### src/rtl/pipe_pkg.sv
// rtl/pipe_pkg.sv - shared pcsource encodings and fetch constants for the prefetching IF stage
package pipe_pkg;

  typedef enum logic [1:0] {
    PCSRC_SEQ = 2'b00,
    PCSRC_BR  = 2'b01,
    PCSRC_REG = 2'b10,
    PCSRC_JMP = 2'b11
  } pcsrc_e;

  localparam logic [31:0] RESET_PC_DEFAULT = 32'h0000_0000;
  localparam int          PC_INC           = 4;

endpackage

### src/rtl/pipeif_prefetch_if.sv
// rtl/pipeif_prefetch_if.sv - instruction ROM bus and IF->ID handshake bundle
interface pipeif_prefetch_if #(
  parameter int ADDR_W = 32,
  parameter int DATA_W = 32,
  parameter int ROM_AW = 8
);
  logic [ROM_AW-1:0] imem_addr;
  logic              imem_req;
  logic [DATA_W-1:0] imem_rdata;
  logic [DATA_W-1:0] ins;
  logic [ADDR_W-1:0] pc;
  logic [ADDR_W-1:0] pc4;
  logic              ins_valid;
  logic              id_ready;

  modport master (
    output imem_addr, imem_req, ins, pc, pc4, ins_valid,
    input  imem_rdata, id_ready
  );

  modport slave (
    input  imem_addr, imem_req, ins, pc, pc4, ins_valid,
    output imem_rdata, id_ready
  );
endinterface

### src/rtl/pipe_sync_fifo.sv
// rtl/pipe_sync_fifo.sv - synchronous show-ahead FIFO with clear and occupancy count
module pipe_sync_fifo #(
  parameter int WIDTH = 64,
  parameter int DEPTH = 4
) (
  input  logic                     clk,
  input  logic                     rst,
  input  logic                     clr,
  input  logic                     push,
  input  logic [WIDTH-1:0]         push_data,
  input  logic                     pop,
  output logic [WIDTH-1:0]         head_data,
  output logic                     empty,
  output logic [$clog2(DEPTH):0]   count
);
  localparam int AW = $clog2(DEPTH);
  localparam int CW = AW + 1;

  logic [WIDTH-1:0] mem_q [DEPTH];
  logic [WIDTH-1:0] mem_d [DEPTH];
  logic [AW-1:0]    wr_q, wr_d, rd_q, rd_d;
  logic [CW-1:0]    cnt_q, cnt_d;
  logic             full;

  always_comb begin
    mem_d = mem_q;
    wr_d  = wr_q;
    rd_d  = rd_q;
    cnt_d = cnt_q;
    // Clear wins over a same-cycle push or pop.
    if (clr) begin
      wr_d  = '0;
      rd_d  = '0;
      cnt_d = '0;
    end else begin
      if (push) begin
        mem_d[wr_q] = push_data;
        wr_d        = wr_q + AW'(1);
      end
      if (pop) begin
        rd_d = rd_q + AW'(1);
      end
      cnt_d = cnt_q + CW'(push) - CW'(pop);
    end
  end

  always_ff @(posedge clk) begin
    if (rst) begin
      wr_q  <= '0;
      rd_q  <= '0;
      cnt_q <= '0;
    end else begin
      wr_q  <= wr_d;
      rd_q  <= rd_d;
      cnt_q <= cnt_d;
    end
  end

  always_ff @(posedge clk) begin
    mem_q <= mem_d;
  end

  assign head_data = mem_q[rd_q];
  assign empty     = (cnt_q == '0);
  assign full      = (cnt_q == CW'(DEPTH));
  assign count     = cnt_q;

  overflow_a: assert property (@(posedge clk) disable iff (rst)
    !(push && !pop && !clr && full));
  underflow_a: assert property (@(posedge clk) disable iff (rst)
    !(pop && !clr && empty));

endmodule

### src/rtl/pipeif_prefetch.sv
// rtl/pipeif_prefetch.sv - IF stage with fetch PC, 1-cycle ROM interface and DEPTH-entry prefetch queue
// Define PREFETCH_BYPASS_EN to let a response reach ID directly when the queue is empty.
module pipeif_prefetch
  import pipe_pkg::*;
#(
  parameter int                ADDR_W   = 32,
  parameter int                DATA_W   = 32,
  parameter int                ROM_AW   = 8,
  parameter int                DEPTH    = 4,
  parameter logic [ADDR_W-1:0] RESET_PC = ADDR_W'(RESET_PC_DEFAULT)
) (
  input  logic              clock,
  input  logic              reset,
  input  logic [1:0]        pcsource,
  input  logic [ADDR_W-1:0] bpc,
  input  logic [ADDR_W-1:0] da,
  input  logic [ADDR_W-1:0] jpc,
  pipeif_prefetch_if.master bus
);
  localparam int CW = $clog2(DEPTH) + 1;
  localparam int EW = ADDR_W + DATA_W;

  logic [ADDR_W-1:0] fpc_q, fpc_d, ipc_q, ipc_d, target;
  logic              inflight_q, inflight_d, kill_q, kill_d;
  logic              redirect, issue, resp_ok, ins_valid, pop;
  logic              fifo_push, fifo_pop, fifo_empty;
  logic [CW-1:0]     fifo_count;
  logic [CW:0]       credit;
  logic [EW-1:0]     fifo_head, head;
  logic [ADDR_W-1:0] head_pc;

  always_comb begin
    redirect = (pcsource != PCSRC_SEQ);
    target   = fpc_q;
    case (pcsrc_e'(pcsource))
      PCSRC_BR:  target = bpc;
      PCSRC_REG: target = da;
      PCSRC_JMP: target = jpc;
      default:   target = fpc_q;
    endcase

    // Credit ignores a same-cycle pop, so a full queue never sees an extra push.
    credit  = {1'b0, fifo_count} + {{CW{1'b0}}, inflight_q};
    issue   = !reset && !redirect && (credit < (CW+1)'(DEPTH));
    resp_ok = !reset && inflight_q && !kill_q && !redirect;

    fpc_d = fpc_q;
    if (redirect) begin
      fpc_d = target & ~ADDR_W'(3);
    end else if (issue) begin
      fpc_d = fpc_q + ADDR_W'(PC_INC);
    end
    inflight_d = issue;
    kill_d     = redirect && inflight_q;
    ipc_d      = issue ? fpc_q : ipc_q;

`ifdef PREFETCH_BYPASS_EN
    ins_valid = !reset && (!fifo_empty || resp_ok);
    head      = fifo_empty ? {ipc_q, bus.imem_rdata} : fifo_head;
    fifo_push = resp_ok && !(fifo_empty && bus.id_ready);
`else
    ins_valid = !reset && !fifo_empty;
    head      = fifo_head;
    fifo_push = resp_ok;
`endif
    pop      = ins_valid && bus.id_ready && !redirect;
    fifo_pop = pop && !fifo_empty;

    head_pc        = head[EW-1:DATA_W];
    bus.imem_addr  = fpc_q[ROM_AW+1:2];
    bus.imem_req   = issue;
    bus.ins_valid  = ins_valid;
    bus.ins        = ins_valid ? head[DATA_W-1:0] : '0;
    bus.pc         = ins_valid ? head_pc : '0;
    bus.pc4        = ins_valid ? head_pc + ADDR_W'(PC_INC) : '0;
  end

  always_ff @(posedge clock) begin
    if (reset) begin
      fpc_q      <= RESET_PC;
      ipc_q      <= '0;
      inflight_q <= 1'b0;
      kill_q     <= 1'b0;
    end else begin
      fpc_q      <= fpc_d;
      ipc_q      <= ipc_d;
      inflight_q <= inflight_d;
      kill_q     <= kill_d;
    end
  end

  pipe_sync_fifo #(
    .WIDTH (EW),
    .DEPTH (DEPTH)
  ) u_fifo (
    .clk       (clock),
    .rst       (reset),
    .clr       (redirect),
    .push      (fifo_push),
    .push_data ({ipc_q, bus.imem_rdata}),
    .pop       (fifo_pop),
    .head_data (fifo_head),
    .empty     (fifo_empty),
    .count     (fifo_count)
  );

endmodule

### src/flat_wrapper.sv
// flat-port wrapper written by rule: the top's interface ports become plain ports
module pipeif_prefetch_flat import pipe_pkg::*;
#(
  parameter int                ADDR_W   = 32,
  parameter int                DATA_W   = 32,
  parameter int                ROM_AW   = 8,
  parameter int                DEPTH    = 4,
  parameter logic [ADDR_W-1:0] RESET_PC = ADDR_W'(RESET_PC_DEFAULT)
)
  (clock, reset, pcsource, bpc, da, jpc, bus_imem_addr, bus_imem_req, bus_ins, bus_pc, bus_pc4, bus_ins_valid, bus_imem_rdata, bus_id_ready);
  pipeif_prefetch_if #(.ADDR_W(ADDR_W), .DATA_W(DATA_W), .ROM_AW(ROM_AW)) bus_i ();
  input  logic clock;
  input  logic reset;
  input  logic [1:0] pcsource;
  input  logic [ADDR_W-1:0] bpc;
  input  logic [ADDR_W-1:0] da;
  input  logic [ADDR_W-1:0] jpc;
  output wire logic [$bits(bus_i.imem_addr)-1:0] bus_imem_addr;
  output wire logic [$bits(bus_i.imem_req)-1:0] bus_imem_req;
  output wire logic [$bits(bus_i.ins)-1:0] bus_ins;
  output wire logic [$bits(bus_i.pc)-1:0] bus_pc;
  output wire logic [$bits(bus_i.pc4)-1:0] bus_pc4;
  output wire logic [$bits(bus_i.ins_valid)-1:0] bus_ins_valid;
  input wire logic [$bits(bus_i.imem_rdata)-1:0] bus_imem_rdata;
  input wire logic [$bits(bus_i.id_ready)-1:0] bus_id_ready;
  assign bus_imem_addr = bus_i.imem_addr;
  assign bus_imem_req = bus_i.imem_req;
  assign bus_ins = bus_i.ins;
  assign bus_pc = bus_i.pc;
  assign bus_pc4 = bus_i.pc4;
  assign bus_ins_valid = bus_i.ins_valid;
  assign bus_i.imem_rdata = bus_imem_rdata;
  assign bus_i.id_ready = bus_id_ready;
  pipeif_prefetch #(.ADDR_W(ADDR_W), .DATA_W(DATA_W), .ROM_AW(ROM_AW), .DEPTH(DEPTH), .RESET_PC(RESET_PC)) u_core (.clock(clock), .reset(reset), .pcsource(pcsource), .bpc(bpc), .da(da), .jpc(jpc), .bus(bus_i));
endmodule
### config.mk
export PLATFORM = sky130hd
export DESIGN_NAME = pipeif_prefetch_flat
export DESIGN_NICKNAME = d
export VERILOG_FILES = /design/src/rtl/pipe_pkg.sv /design/src/rtl/pipeif_prefetch_if.sv /design/src/rtl/pipe_sync_fifo.sv /design/src/rtl/pipeif_prefetch.sv /design/src/flat_wrapper.sv
export SDC_FILE = /design/constraint.sdc
export NUM_CORES = 1
export LEC_CHECK = 0
export CAP_MARGIN = 20
export CORE_ASPECT_RATIO = 1.25
export CORE_MARGIN = 5
export CORE_UTILIZATION = 40
export CTS_BUF_LIST = sky130_fd_sc_hd__clkbuf_2
export DETAILED_ROUTE_END_ITERATION = 10
export PLACE_DENSITY = 0.64
export SYNTH_ARGS = -nofsm -noshare
export SYNTH_HDL_FRONTEND = slang
export SYNTH_HIERARCHICAL = 1
export SYNTH_SLANG_ARGS = --single-unit
### constraint.sdc
create_clock -name clock -period 6.3 [get_ports clock]
set_input_delay 1.26 -clock clock [delete_from_list [all_inputs] [get_ports clock]]
set_output_delay 1.26 -clock clock [all_outputs]
set_load 0.02 [all_outputs]
==> results of run 1 <==
==> worst max-delay path, cell delays in order (launching register included) <==
cell             delay [ps]
dfxtp_2                 790
mux4_2                  430
nand3_1                 140
nor3_2                  820
nand4_1                 280
nor3_1                  210
a21o_1                  110
clkdlybuf4s50_1         620
==> registers in the layout, summed over array words and instances, names as in the netlist <==
signal / cells
u_core/u_fifo/wr_q: 2
u_core/u_fifo/mem_q: 256
u_core/u_fifo/count: 3
u_core/ipc_q: 30
u_core/fpc_q: 30
u_core/kill_q: 1
u_core/inflight_q: 1
u_core/u_fifo/rd_q: 2
==> power by group <==
group          switching (mW)  internal, mW
combinational          0.0907         0.120
clock                   0.793         0.480
sequential             0.0321          2.32
total                   0.916          2.92
==> area by class of cell <==
| cell class | count | area (um^2) | share of cell area (%) |
|---|---|---|---|
| clock buffer | 112 | 560.5 | 3.178 |
| timing repair buffer | 245 | 2410 | 13.66 |
| antenna | 1 | 2.502 | 0.01419 |
| tap | 474 | 593.1 | 3.363 |
| sequential | 325 | 9074 | 51.45 |
| clock inverter | 26 | 113.9 | 0.6456 |
| multi-input combinational | 593 | 4816 | 27.31 |
| inverter | 18 | 67.56 | 0.3831 |
==> Yosys cell counts, types with 3 or more instances <==
cell type / number
edfxtp_1: 256
nand2_1: 91
and2_1: 70
dfxtp_1: 69
mux4_2: 66
nor2_1: 53
a21oi_1: 41
nand3_1: 32
clkbuf_1: 31
xor2_1: 26
mux2i_1: 22
o21ai_0: 19
xnor2_1: 19
inv_1: 18
a211oi_1: 16
nand4_1: 16
buf_2: 15
buf_4: 15
and3_1: 12
mux2_2: 10
nor3_1: 10
ha_1: 8
a22oi_1: 7
and4_1: 7
a31oi_1: 5
nor2b_1: 5
buf_12: 4
nor4_1: 4
o22ai_1: 4
a221oi_1: 3
==> per-stage QoR <==
stage                     instances  hold slack (ps)  setup WS (ps)  utilization [%]
final                          1794            490.4          789.1            49.88
after global routing           1794            506.7          330.4            49.88
after CTS                      1793            486.8          598.4            49.87
after detailed placement       1655            475.7           1283            47.97
after global placement         1655            472.8           1335            47.97
after floorplan                1005            444.9           1903                -
==> kinds of logic after synthesis <==
logic type      Yosys count  synth area share (%)
simple gates            323                 12.10
compound gates          109                 4.776
buf+inv                  87                 3.362
other cells               1               0.02617
flops                   325                 63.28
fa+ha+maj                 9                0.8382
mux                      98                 12.70
xor+xnor                 46                 2.916
==> metal layers <==
layer | global-route usage [%] | wire length, um
met5 | 0 | 0
met4 | 5.261 | 633
met3 | 4.588 | 2455
met2 | 25.79 | 15310
met1 | 21.20 | 14140
==> worst min path at each step <==
| stage | startpoint | endpoint | slack (ps) | cells past startpoint |
|---|---|---|---|---|
| after floorplan | u_core/fpc_q[30] | u_core/ipc_q[30] | 440 | 2 |
| final | u_core/fpc_q[30] | u_core/ipc_q[30] | 490 | 2 |
| after detailed placement | u_core/fpc_q[30] | u_core/ipc_q[30] | 480 | 2 |
| after global placement | u_core/fpc_q[30] | u_core/ipc_q[30] | 470 | 2 |
| after global routing | u_core/fpc_q[26] | u_core/ipc_q[26] | 510 | 2 |
| after CTS | u_core/fpc_q[30] | u_core/ipc_q[30] | 490 | 2 |
==> results.py, run 1 <==
metrics = {
    "yosys": {
        "synth-main-ff-cell": "edfxtp_1",
        "synth_top_cells_by_area": "edfxtp_1 (54%), mux4_2 (10%), dfxtp_1 (9.6%), and2_1 (3.1%), nand2_1 (2.4%)",
        "synth_largest_area_cell": "edfxtp_1",
        "synth_top_area_share_pct": 53.65,
        "synthesis.yosys.warnings": 6,
        "asyncSetResetFlopFracSynth_pct": 0,
        "synth_seq_cells": 325,
        "synth-edff-count": 256,
        "post_synth.cell_area_avg_um2": 14.36,
        "netlist_area_mm2": 0.01433,
        "yosysUniqueCellTypes": 61,
        "synth.yosys.seq_area_share_pct": 63.28,
        "postSynthCellCount": 998,
    },
    "worst_setup_path": {
        "arrival_ps": 4250,
        "reg_to_reg_end": "u_core/u_fifo/count[2]",
        "worstSetupEndpoint": "bus_pc4[29]",
        "worstSetupPathType": "reg2out",
        "endpoint_kind": "output pin",
        "timing.critical_path.required_ps": 5040,
        "setup.worst_path.start_class": "flip-flop",
        "critical_path_peak_fanout": 25,
        "cp-startpoint": "u_core/u_fifo/rd_q[1]",
        "r2r_cells": 10,
        "reg2reg_from": "u_core/u_fifo/count[1]",
        "ff2ff_setup_slack_ps": 3080,
    },
    "place": {
        "place.port_buffers": 232,
        "place_congestion": 0.7951,
        "dpl-instance-area_mm2": 0.01696,
        "dp.final_hpwl_mm": 21.28,
    },
    "die": {
        "design.core.area_mm2": 0.03536,
        "die_x_um": 179.3,
        "die_area_mm2": 0.03973,
        "initial_utilization_pct": 40.53,
        "ports": 239,
        "chip_height_um": 221.6,
        "placementRows": 77,
    },
    "cts": {
        "cts.root.buffer_cell": "clkbuf_2",
        "num_cts_buffers": 77,
        "clock_tree.htree_level_count": 3,
        "number_of_resized_instances_in_the_post_cts_repair_step": 0,
        "postcts_setup_bufs": 0,
        "holdBufCountCts": 0,
        "worst_skew_pair.late_latency_ps": 850,
        "clkTransAtPathRegs_ps": 110,
        "cts_tree": "yes",
        "clock-sinks": 325,
        "clk_path_buf_depth": 3,
    },
    "sta": {
        "worst_slew_margin_rel_pct": 28.70,
        "final_tns_setup_ps": 0,
        "clock_skew_ps": 55.26,
        "finalMaxSlewViolations": 0,
        "final-setup-viol-count": 0,
        "period_minus_slack_ps": 5511,
        "rsz0062_at_grt": "no",
        "fmax_ghz": 0.1815,
        "final.period_utilization_pct": 87.47,
        "worst_pin_slew_ps": 1070,
        "timing_hold_violations_final": 0,
    },
    "layout": {
        "fillers": 3157,
        "final_layout_size_suffix_gt1_share_pct": 17.82,
        "mostFrequentLayoutCell": "edfxtp_1",
        "most-common-layout-cells": "edfxtp_1 (256), clkdlybuf4s50_1 (230), clkbuf_2 (112), nand2_1 (91), dfxtp_1 (67)",
        "area_growth_pct": 23.08,
        "final_design_area_no_fill_mm2": 0.01764,
        "design.final.nets": 1402,
    },
    "power": {
        "design_power_total_mw": 3.835,
        "total_leakage_power_nw": 6.043,
        "pwr_dens_mw_per_mm2": 217.5,
        "worst_ir_drop_vdd_uv": 94.99,
    },
    "global_routing": {
        "track_usage_pct": 16.11,
        "gr-total-overflow": 0,
        "via_count_of_the_first_global_routing_pass": 9232,
        "grt_antenna_before_repair": 2,
        "pin_count_of_the_biggest_net_entering_global_routing": 70,
        "grt_first_pass_wirelength_mm": 50.56,
    },
    "routing": {
        "remaining_drc_errors": 0,
        "route.vias.total": 9154,
        "count_of_nets_left_with_antenna_violations_after_detail_routing": 0,
        "drt_pass1_iterations": 5,
        "detailedRoute.firstIterationViolations": 553,
        "drt-wirelength-per-cell_um": 18.14,
        "viasPerCell": 5.103,
        "wl_mm": 32.54,
    },
    "job": {
        "cap_viol_max_count": 0,
    },
    "status": {
        "status": "finished clean",
    },
    "worst_hold_path": {
        "hold_path_class": "reg2reg",
    },
}
Power figures use the tool's default switching activity.
==> run 2, diff against run 1 <==
--- a/config.mk
+++ b/config.mk
@@ -5,6 +5,7 @@
 export SDC_FILE = /design/constraint.sdc
 export NUM_CORES = 1
 export LEC_CHECK = 0
+export ABC_CLOCK_PERIOD_IN_PS = 6300
 export CAP_MARGIN = 20
 export CORE_ASPECT_RATIO = 1.25
 export CORE_MARGIN = 5
==> results of run 2 <==
Same layout as run 1: the final DEF is identical, and so are final timing and power.
==> run 3, diff against run 2 <==
--- a/config.mk
+++ b/config.mk
@@ -12,7 +12,9 @@
 export CORE_UTILIZATION = 40
 export CTS_BUF_LIST = sky130_fd_sc_hd__clkbuf_2
 export DETAILED_ROUTE_END_ITERATION = 10
+export HOLD_SLACK_MARGIN = 0.02
 export PLACE_DENSITY = 0.64
+export SKIP_LAST_GASP = 1
 export SYNTH_ARGS = -nofsm -noshare
 export SYNTH_HDL_FRONTEND = slang
 export SYNTH_HIERARCHICAL = 1
==> results of run 3 <==
Same layout as run 1: the final DEF is identical, and so are final timing and power.
